File: src/rtl/booth_pkg.sv
// Shared types and helpers for the radix-4 Booth multiplier family.
package booth_pkg;

    typedef enum logic [1:0] {
        IDLE,
        CALC,
        DONE
    } state_e;

    typedef enum logic [2:0] {
        ZERO,
        POS1,
        POS2,
        NEG1,
        NEG2
    } digit_e;

    // Operand width plus two guard bits for the -2M and unsigned-MSB cases.
    function automatic int unsigned width_ext(input int unsigned w);
        return w + 2;
    endfunction

    function automatic digit_e booth_digit(input logic [2:0] bits);
        case (bits)
            3'b001, 3'b010: return POS1;
            3'b011:         return POS2;
            3'b100:         return NEG2;
            3'b101, 3'b110: return NEG1;
            default:        return ZERO;
        endcase
    endfunction

endpackage

File: src/rtl/booth_r4_encoder.sv
// Radix-4 Booth recode: maps a 3-bit window and multiplicand to a signed partial multiple.
module booth_r4_encoder
    import booth_pkg::*;
#(
    parameter int unsigned E = 10
) (
    input  logic [2:0]   bits,
    input  logic [E-1:0] m,
    output logic [E:0]   pp_c
);

    logic [E:0] m1_c;
    logic [E:0] m2_c;

    always_comb begin
        m1_c = {m[E-1], m};
        m2_c = {m, 1'b0};
        pp_c = '0;
        unique case (booth_digit(bits))
            POS1:    pp_c = m1_c;
            POS2:    pp_c = m2_c;
            NEG1:    pp_c = -m1_c;
            NEG2:    pp_c = -m2_c;
            default: pp_c = '0;
        endcase
    end

endmodule

File: src/rtl/booth_radix4_multiplier.sv
// Iterative radix-4 Booth multiplier, one digit per clock, signed or unsigned operands.
module booth_radix4_multiplier
    import booth_pkg::*;
#(
    parameter int unsigned WIDTH = 8
) (
    input  logic                 clk,
    input  logic                 rst,
    input  logic                 start,
    input  logic                 signed_mode,
    input  logic [WIDTH-1:0]     a,
    input  logic [WIDTH-1:0]     b,
    output logic                 busy,
    output logic                 done,
    output logic [2*WIDTH-1:0]   product
);

    localparam int unsigned E  = width_ext(WIDTH);
    localparam int unsigned PW = 2 * E + 1;
    localparam int unsigned N  = E / 2;
    localparam int unsigned CW = $clog2(N + 1);

    state_e             state_q, state_d;
    logic [E-1:0]       m_q, m_d;
    logic [PW-1:0]      p_q, p_d;
    logic [CW-1:0]      cnt_q, cnt_d;
    logic               busy_q, busy_d;
    logic               done_q, done_d;
    logic [2*WIDTH-1:0] product_q, product_d;

    logic [E:0]         pp_c;
    logic [E:0]         sum_c;
    logic [PW-1:0]      p_step_c;
    logic [E-1:0]       a_ext_c;
    logic [E-1:0]       b_ext_c;
    logic               last_c;

    booth_r4_encoder #(.E(E)) u_enc (
        .bits (p_q[2:0]),
        .m    (m_q),
        .pp_c (pp_c)
    );

    // Datapath: add the partial multiple into a sign-extended upper half, then shift right by 2.
    always_comb begin
        a_ext_c  = signed_mode ? {{2{a[WIDTH-1]}}, a} : {2'b00, a};
        b_ext_c  = signed_mode ? {{2{b[WIDTH-1]}}, b} : {2'b00, b};
        sum_c    = {p_q[PW-1], p_q[PW-1:E+1]} + pp_c;
        p_step_c = {sum_c[E], sum_c, p_q[E:2]};
        last_c   = (cnt_q == CW'(N - 1));
    end

    always_comb begin
        state_d   = state_q;
        m_d       = m_q;
        p_d       = p_q;
        cnt_d     = cnt_q;
        busy_d    = 1'b0;
        done_d    = 1'b0;
        product_d = product_q;
        unique case (state_q)
            IDLE, DONE: begin
                state_d = IDLE;
                if (start) begin
                    state_d = CALC;
                    m_d     = a_ext_c;
                    p_d     = {{E{1'b0}}, b_ext_c, 1'b0};
                    cnt_d   = '0;
                end
            end
            CALC: begin
                p_d   = p_step_c;
                cnt_d = cnt_q + CW'(1);
                if (last_c) begin
                    state_d   = DONE;
                    done_d    = 1'b1;
                    product_d = p_step_c[2*WIDTH:1];
                end else begin
                    busy_d = 1'b1;
                end
            end
            default: state_d = IDLE;
        endcase
    end

    always_ff @(posedge clk or posedge rst) begin
        if (rst) begin
            state_q   <= IDLE;
            m_q       <= '0;
            p_q       <= '0;
            cnt_q     <= '0;
            busy_q    <= 1'b0;
            done_q    <= 1'b0;
            product_q <= '0;
        end else begin
            state_q   <= state_d;
            m_q       <= m_d;
            p_q       <= p_d;
            cnt_q     <= cnt_d;
            busy_q    <= busy_d;
            done_q    <= done_d;
            product_q <= product_d;
        end
    end

    assign busy    = busy_q;
    assign done    = done_q;
    assign product = product_q;

endmodule

File: config.mk
export PLATFORM = sky130hd
export DESIGN_NAME = booth_radix4_multiplier
export DESIGN_NICKNAME = d
export VERILOG_FILES = /design/src/rtl/booth_pkg.sv /design/src/rtl/booth_r4_encoder.sv /design/src/rtl/booth_radix4_multiplier.sv
export SDC_FILE = /design/constraint.sdc
export NUM_CORES = 1
export LEC_CHECK = 0
export CAP_MARGIN = 20
export CORE_MARGIN = 4
export CORE_UTILIZATION = 61
export CTS_BUF_LIST = sky130_fd_sc_hd__clkbuf_8
export CTS_CLUSTER_SIZE = 8
export DETAILED_ROUTE_END_ITERATION = 16
export GPL_TIMING_DRIVEN = 0
export PLACE_DENSITY_LB_ADDON = 0.15
export REMOVE_ABC_BUFFERS = 1
export SLEW_MARGIN = 20
export SYNTH_ARGS = -nofsm -noshare
export SYNTH_HDL_FRONTEND = slang
export SYNTH_SLANG_ARGS = --single-unit
File: constraint.sdc
create_clock -name clk -period 7.5 [get_ports clk]
set_input_delay 1.125 -clock clk [delete_from_list [all_inputs] [get_ports clk]]
set_output_delay 1.125 -clock clk [all_outputs]
set_load 0.03 [all_outputs]
==> results of run 1 <==
==> sequential cells by signal, indices dropped and copies added (netlist names) <==
register	cells
p_q	20
product	16
m_q	9
cnt_q	3
state_q	2
busy	1
done	1
==> final timing paths <==
path | slack (ns) | end | cells past startpoint
worst max-delay path | 3.66 | p_q[19]$_DFFE_PP0P_ | 13
worst min-delay path | 0.48 | product[7]$_DFFE_PP0P_ | 2
worst min register to register | 0.48 | product[7]$_DFFE_PP0P_ | 2
worst max register to register | 3.66 | p_q[19]$_DFFE_PP0P_ | 13
min in group asynchronous | 1.14 | cnt_q[0]$_DFFE_PP0P_ | 2
max in group asynchronous | 5.84 | product[12]$_DFFE_PP0P_ | 3
==> Yosys cell counts (3+ instances only) <==
master and n:
sky130_fd_sc_hd__inv_1 12, sky130_fd_sc_hd__buf_1 3, sky130_fd_sc_hd__nand3_1 6, sky130_fd_sc_hd__xnor2_1 7
sky130_fd_sc_hd__a22oi_1 3, sky130_fd_sc_hd__o211ai_1 5, sky130_fd_sc_hd__nor2_1 30, sky130_fd_sc_hd__nor3_1 6
sky130_fd_sc_hd__nand2b_1 7, sky130_fd_sc_hd__o21ai_0 26, sky130_fd_sc_hd__ha_1 13, sky130_fd_sc_hd__a31oi_1 4
sky130_fd_sc_hd__dfrtp_1 52, sky130_fd_sc_hd__o22ai_1 6, sky130_fd_sc_hd__nand2_1 85, sky130_fd_sc_hd__o21ai_1 4
sky130_fd_sc_hd__a221oi_1 4, sky130_fd_sc_hd__nor2b_1 4, sky130_fd_sc_hd__xor2_1 14, sky130_fd_sc_hd__buf_2 3
sky130_fd_sc_hd__clkbuf_1 12, sky130_fd_sc_hd__a21oi_1 10, sky130_fd_sc_hd__o221ai_1 4, sky130_fd_sc_hd__nor3_2 3
==> worst min-delay path, cell delays in order (launching register included) <==
cell                      delay [ns]
sky130_fd_sc_hd__dfrtp_1        0.35
sky130_fd_sc_hd__nand2_1        0.05
sky130_fd_sc_hd__nand2_1        0.05
==> area by class of cell <==
cell class	count	area, um2
well taps	67	83.83
clock inverters	2	38.79
fillers	365	1210
clock buffers	6	82.58
repair buffers	38	390.4
inverters	14	52.55
flip-flops and latches	52	1301
multi-input cells	269	1595
==> metrics by stage <==
stage | hold slack [ns] | util (%) | setup WS, ns | cell area, um2 | std cells
2_1_floorplan | 0.4563 | - | 4.331 | 2947 | 335
3_3_place_gp | 0.4584 | 71.53 | 3.862 | 3401 | 439
3_5_place_dp | 0.4621 | 72.00 | 3.771 | 3423 | 440
4_1_cts | 0.4858 | 74.55 | 3.758 | 3545 | 448
5_1_grt | 0.5206 | 74.55 | 3.440 | 3545 | 448
6_report | 0.4794 | 74.55 | 3.659 | 3545 | 448
==> layer usage <==
layer / routed length (um) / global-route usage [%] / part of all wire (%)
met1: 3048 / 31.69 / 44
met4: 110 / 8.741 / 1.6
met3: 357 / 3.899 / 5.2
met2: 3336 / 42.21 / 49
met5: 0 / 0 / 0
==> cell families (layout without fill, tap and decap cells) <==
group | count (synthesis) | in the layout
AO/OA/AOI/OAI | 83 | 83
XOR/XNOR | 21 | 21
adder cells (fa/ha/maj) | 14 | 14
buffers and inverters | 33 | 60
flip-flops | 52 | 52
multiplexers | 1 | 1
AND/OR/NAND/NOR | 150 | 150
==> run summary, run 1 <==
The number of max-capacitance violations reported is 0. Detailed placement finished with a half-perimeter wire length of 5.003 mm. The slew of the pin with the lowest slew margin is 0.9340 ns. The clock latency reported for the late side of the worst-skew pair is 0.31 ns. The deepest level of the CTS H-tree came out at 2. For this run, the slowest stage of the critical path takes 0.67 ns. Adding up every negative setup slack in the final design gives 0 ns. Of all nets on the critical path, the largest fanout is 6.

The most frequent standard cell in the layout excluding fill and tap cells is sky130_fd_sc_hd__nand2_1. For this block, the initial DRC count from the detailed router was 227. The share of cells above drive strength 1 came out at 5.249%.

Leaving out fill and tap cells, the most frequent cells in the layout are sky130_fd_sc_hd__nand2_1, sky130_fd_sc_hd__dfrtp_1, sky130_fd_sc_hd__clkdlybuf4s50_1, sky130_fd_sc_hd__nor2_1, sky130_fd_sc_hd__o21ai_0. The number of slew-limit violations in the final report is 0. The number of global-route vias before repair was 2590. By area, the combinational part of the netlist is dominated by simple AND/OR/NAND/NOR gates. The start point of the critical path is m_q[0]$_DFFE_PP0P_. The number of antenna violations at the first check in global routing came out at 0. Clock-pin slew was measured on the worst setup and hold paths at 0.10 ns.

The critical path endpoint category is a register. The clock sink count came out at 52. For this configuration, the core starts out at a cell density of 63.71%. The die boundary width came out at 78.47 um. The launching element type of the critical path is a register. The netlist uses 48 different library cells. The number of enable flip-flop cells after synthesis came out at 0. The hold-fix buffer count after cts came out at 0. The post-route DRC violation count is 0. The first global-routing pass estimated 11.99 mm of wire. The kind of critical path is register to register. The number of synthesis warnings is 0. The die covers 6158 um2. The detail route stage leaves a number of antenna-violating nets equal to 0. Dividing the synthesized area by the synthesized cell count gives 8.557 um2. The synthesis-stage register bit count came out at 52. The total detailed-routing wirelength came out at 6.852 mm. The tightest slew margin relative to the limit is 37.50%. Counting both buffers and inverters, the worst setup path holds a total of 1. The area overhead of the layout relative to synthesis came out at 17.02%.

The area share of the leading cell type in the synthesized netlist came out at 42.96%. The number of buffers inserted during clock tree synthesis came out at 5. The fraction of synthesized cell area in xor and xnor cells is 6.072%. The cell with the largest stage delay on the worst path is sky130_fd_sc_hd__o41ai_1.

The buffer count from post-CTS setup fixing came out at 0. By area the synthesized netlist is led by sky130_fd_sc_hd__dfrtp_1, sky130_fd_sc_hd__nand2_1, sky130_fd_sc_hd__ha_1. The post-synthesis share of cell area spent on full adders, half adders and majority gates is 6.031%. In the final routed layout, each cell accounts on average for 15.29 um. The final estimated routing congestion in global placement is 0.9319. The floorplan has 25 rows. The count of buffers inserted at the top-level ports came out at 37. The top-level I/O count is 38. Among the stages of the critical path, the cell type that occurs most often is sky130_fd_sc_hd__ha_1.

Clock tree synthesis selected as its root buffer the cell sky130_fd_sc_hd__clkbuf_8. After floorplanning, the core was sized to cover 4755 um2. The number of vias per cell after detailed routing is 5.848. 0 antenna diodes ended up in the layout. The run finished with clean final reports. The multiplexer share of the synthesized area is 0.3304%. The worst clock skew is 0.005073 ns.

The buffer depth of the longest clock path is 2. The fraction of the mapped netlist area in simple logic gates came out at 22.26%. The synthesized instance count is 354. Setup repair after global routing left no endpoint under its margin. The cell accounting for the most synthesized area is sky130_fd_sc_hd__dfrtp_1.

The final count of negative-setup-slack endpoints is 0. The minimum period implied by the final worst setup slack came out at 3.841 ns. Across all layers, the routed design uses 2620 vias. Among all flip-flop cells after synthesis, the most frequent one is sky130_fd_sc_hd__dfrtp_1. The number of gates resized after cts came out at 0. The endpoint arrival time on the critical path came out at 4.04 ns. Data on the critical path is required at its endpoint by 7.70 ns. The final layout net count is 414. The maximum achievable frequency came out at 260.4 MHz. Entering global routing, the biggest net connects 33 pins.

The final critical path takes up 51.21% of the cycle. The sum of overflow across all layers after global routing is 0. The portion of the post-synthesis area used by sequential elements came out at 42.96%. The min-delay analysis places its worst path in the category register to register.

The startpoint identified for the worst hold timing path is product[7]$_DFFE_PP0P_. The hold violation total from the final report was 0. The startpoint identified for the worst register-to-register timing path is m_q[0]$_DFFE_PP0P_. TritonCTS built the clock tree. In this run the vertical extent of the chip is 78.47 um. The complex-gate fraction of the synthesized area is 17.89%. The number of detailed-routing iterations run before antenna repair is 4. Traced cell by cell, the critical path runs through inv_1, ha_1, or3b_4, nor3_2, nand2b_1, xor2_1, a2bb2oi_1, o221ai_1, ha_1, o41ai_1, a21boi_0, a221oi_2, o21ai_1. In this design, the largest share of critical-path delay is due to compound AO/OA/AOI/OAI gates.

The cell area after synthesis is 3029 um2. The share of synthesized flip-flops with an asynchronous set or reset is 100.0%. The total track usage came out at 24.66%.
Power of run 1 is left out: the tool's default activity adds up to more than one toggle a clock period on the data nets, which glitch-free logic cannot reach.
==> run 2: changes to the inputs <==
Settings changed: CORE_UTILIZATION 61 to 52.
Clock period 7.5 ns to 3.3 ns, I/O delays scaled along.
==> run 2 against run 1 <==
  * First-iteration DRC count is 29% lower
  * Register-to-register slack worse by 3.7 ns
  * Clock-buffer cell count did not move
  * Die area grew 15%
  * Critical path depth is 2 higher
  * Largest cell class unchanged
==> run summary, run 2 (synthesis gave the netlist of run 1 again) <==
The overall via count from detail_route came out at 2547. The floorplan step set the die width to 84.33 um. The clock sink count is 52. The worst hold path terminates at product[2]$_DFFE_PP0P_. The endpoint arrival time on the critical path came out at 3.49 ns.

The count of buffers inserted at the top-level ports came out at 37. The floorplan step defined a die boundary enclosing 7111 um2. The maximum achievable frequency is 303.9 MHz. The hold-fix buffer count after cts came out at 0. The final layout net count is 418. The starting density of the core is 54.34%.

The worst clock skew came out at 0.005358 ns. The clock slew seen by the registers of the worst setup and hold paths is 0.09 ns. The delay contributed by the slowest stage of the critical path is 0.43 ns. The clock latency reported for the late side of the worst-skew pair came out at 0.31 ns.

The number of cells on the worst reg-to-reg path came out at 15. Of the cells placed in the final design, the portion with a size suffix greater than 1 is 10.13%. Setup total negative slack on the finished layout was measured at 0 ns. The number of slew-limit violations in the final report came out at 0. The critical register-to-register path startpoint is m_q[0]$_DFFE_PP0P_. The post-route DRC violation count is 0.

The buffers plus inverters on the worst setup path is 1. The number of global-route vias before repair came out at 2443. The most frequent standard cell in the layout excluding fill and tap cells is sky130_fd_sc_hd__nand2_1. Global routing used 20.37% of the available tracks. On the critical path, the stage with the largest delay is an instance of sky130_fd_sc_hd__dfrtp_1. p_q holds more flip-flops than any other register.

The number of buffers inserted during clock tree synthesis came out at 5. At the worst endpoint, the required time is 3.50 ns. The number of vias per cell after detailed routing is 5.573. The period utilization came out at 99.72%. The final layout contains routed wiring with a total length of 7.017 mm.

The worst register-to-register path ends at p_q[19]$_DFFE_PP0P_. The number of flip-flops under the largest register name came out at 20. The final core utilization came out at 65.68%. The routed length per placed instance is 15.35 um. The minimum period implied by the final worst setup slack came out at 3.291 ns. Max-cap violations in this run came to 0. The slew of the pin with the lowest slew margin is 0.9396 ns. The area overhead of the layout relative to synthesis is 20.86%. The number of standard-cell rows in the floorplan is 27. Setup repair after global routing could not meet its margin everywhere. The number of nets with antenna violations after detailed routing came out at 0.

The number of detailed-routing iterations run before antenna repair came out at 4. The top-level I/O count is 38. By startpoint and endpoint, the worst setup path is classified as register to register. STA classifies the critical path endpoint as a register.

The buffer cell driving the clock tree root is sky130_fd_sc_hd__clkbuf_8. The overall die height is 84.33 um. The hold violation total from the final report came to 0. Setup violations remaining at the end of the flow were counted as 0. Setup slack on the worst reg-to-reg path comes out at 0.009 ns. The congestion estimate from routability-driven global placement came to 0.9317. The deepest level of the CTS H-tree came out at 2. The start point of the critical path is m_q[0]$_DFFE_PP0P_. The cell family contributing the most delay on the critical path is compound AO/OA/AOI/OAI gates. The worst hold path begins at product[2]$_DFFE_PP0P_. The instance count along the most critical hold path is 2.

The number of antenna violations at the first check in global routing came out at 0. No sink is reached through more buffers than the 2 on the longest clock path. The HPWL after detailed placement is 4.982 mm. TritonCTS built the clock tree. STA classifies the critical path startpoint as a register. The first-pass GRT wire length came out at 11.84 mm. The maximum fanout along the worst path is 5. Traced cell by cell, the critical path runs through inv_2, ha_4, or3b_4, nor3_4, nand2b_4, xor2_4, a2bb2oi_2, o221ai_2, ha_2, o21ai_0, a21oi_1, o41ai_4, o2111a_1, a221oi_2, o21ai_1. The maximum number of pins on one net before global-route repair is 31. The count of routing violations after the opening detailed-route iteration came out at 162. The region available for standard cell placement spans 5574 um2. Final hold analysis gives a worst-case slack of 0.4851 ns. The number of antenna repair diodes came out at 0.

Measured against its own limit, the worst slew margin works out to 37.36%. After global routing the overflow that remains totals 0. In the layout the commonest cells are sky130_fd_sc_hd__nand2_1, sky130_fd_sc_hd__dfrtp_1, sky130_fd_sc_hd__clkdlybuf4s50_1, sky130_fd_sc_hd__nor2_1, sky130_fd_sc_hd__o21ai_0. The tightest min-delay check is of the register to register type. The flow ran to the end, and the final reports show no timing, DRC or antenna violations.
==> run 2: worst max path at each step <==
stage | endpoint | cells past startpoint
3_3_place_gp | p_q[19]$_DFFE_PP0P_ | 14
5_1_grt | p_q[19]$_DFFE_PP0P_ | 15
4_1_cts | p_q[19]$_DFFE_PP0P_ | 15
2_1_floorplan | p_q[19]$_DFFE_PP0P_ | 13
6_report | p_q[19]$_DFFE_PP0P_ | 15
3_5_place_dp | p_q[19]$_DFFE_PP0P_ | 14
==> run 2: final cells by class <==
type | instances | area (um2)
fillers | 482 | 1913
multi-input cells | 269 | 1688
flip-flops and latches | 52 | 1305
repair buffers | 42 | 427.9
well taps | 72 | 90.09
clock buffers | 6 | 82.58
inverters | 14 | 56.30
clock inverters | 2 | 11.26
==> run 2: per-stage QoR <==
step | setup WS, ns | instances | area (um2)
after CTS | -0.01563 | 455 | 3591
after floorplan | 0.1313 | 335 | 2947
after global placement | -0.4044 | 444 | 3407
after global routing | -0.1465 | 457 | 3661
final | 0.009165 | 457 | 3661
after detailed placement | -0.4126 | 445 | 3437
==> run 2: routing by layer <==
metal	global-route usage, %	up-vias	part of all wire (%)	routed length [um]
met5	0	-	0	0
met4	5.117	0	1.0	72
met3	3.631	6	4.3	301
met2	33.07	48	48	3402
met1	28.29	1218	46	3240
li1	-	1275	-	-
==> run 2: repair_timing <==
item | in CTS | in global routing
resized for setup | 9 | 12
pin swaps | 4 | 3
buffers inserted | 2 | 2
setup endpoints to repair | 2 | 7
==> run 2: worst register-to-register path: cells and delay by family (launching register included) <==
family / cells / cell delay (ns)
simple gates: 3 / 0.77
buf+inv: 1 / 0.12
compound gates: 8 / 1.18
flops: 1 / 0.43
fa+ha+maj: 2 / 0.51
xor+xnor: 1 / 0.18
Power of run 2 is left out for the same reason.
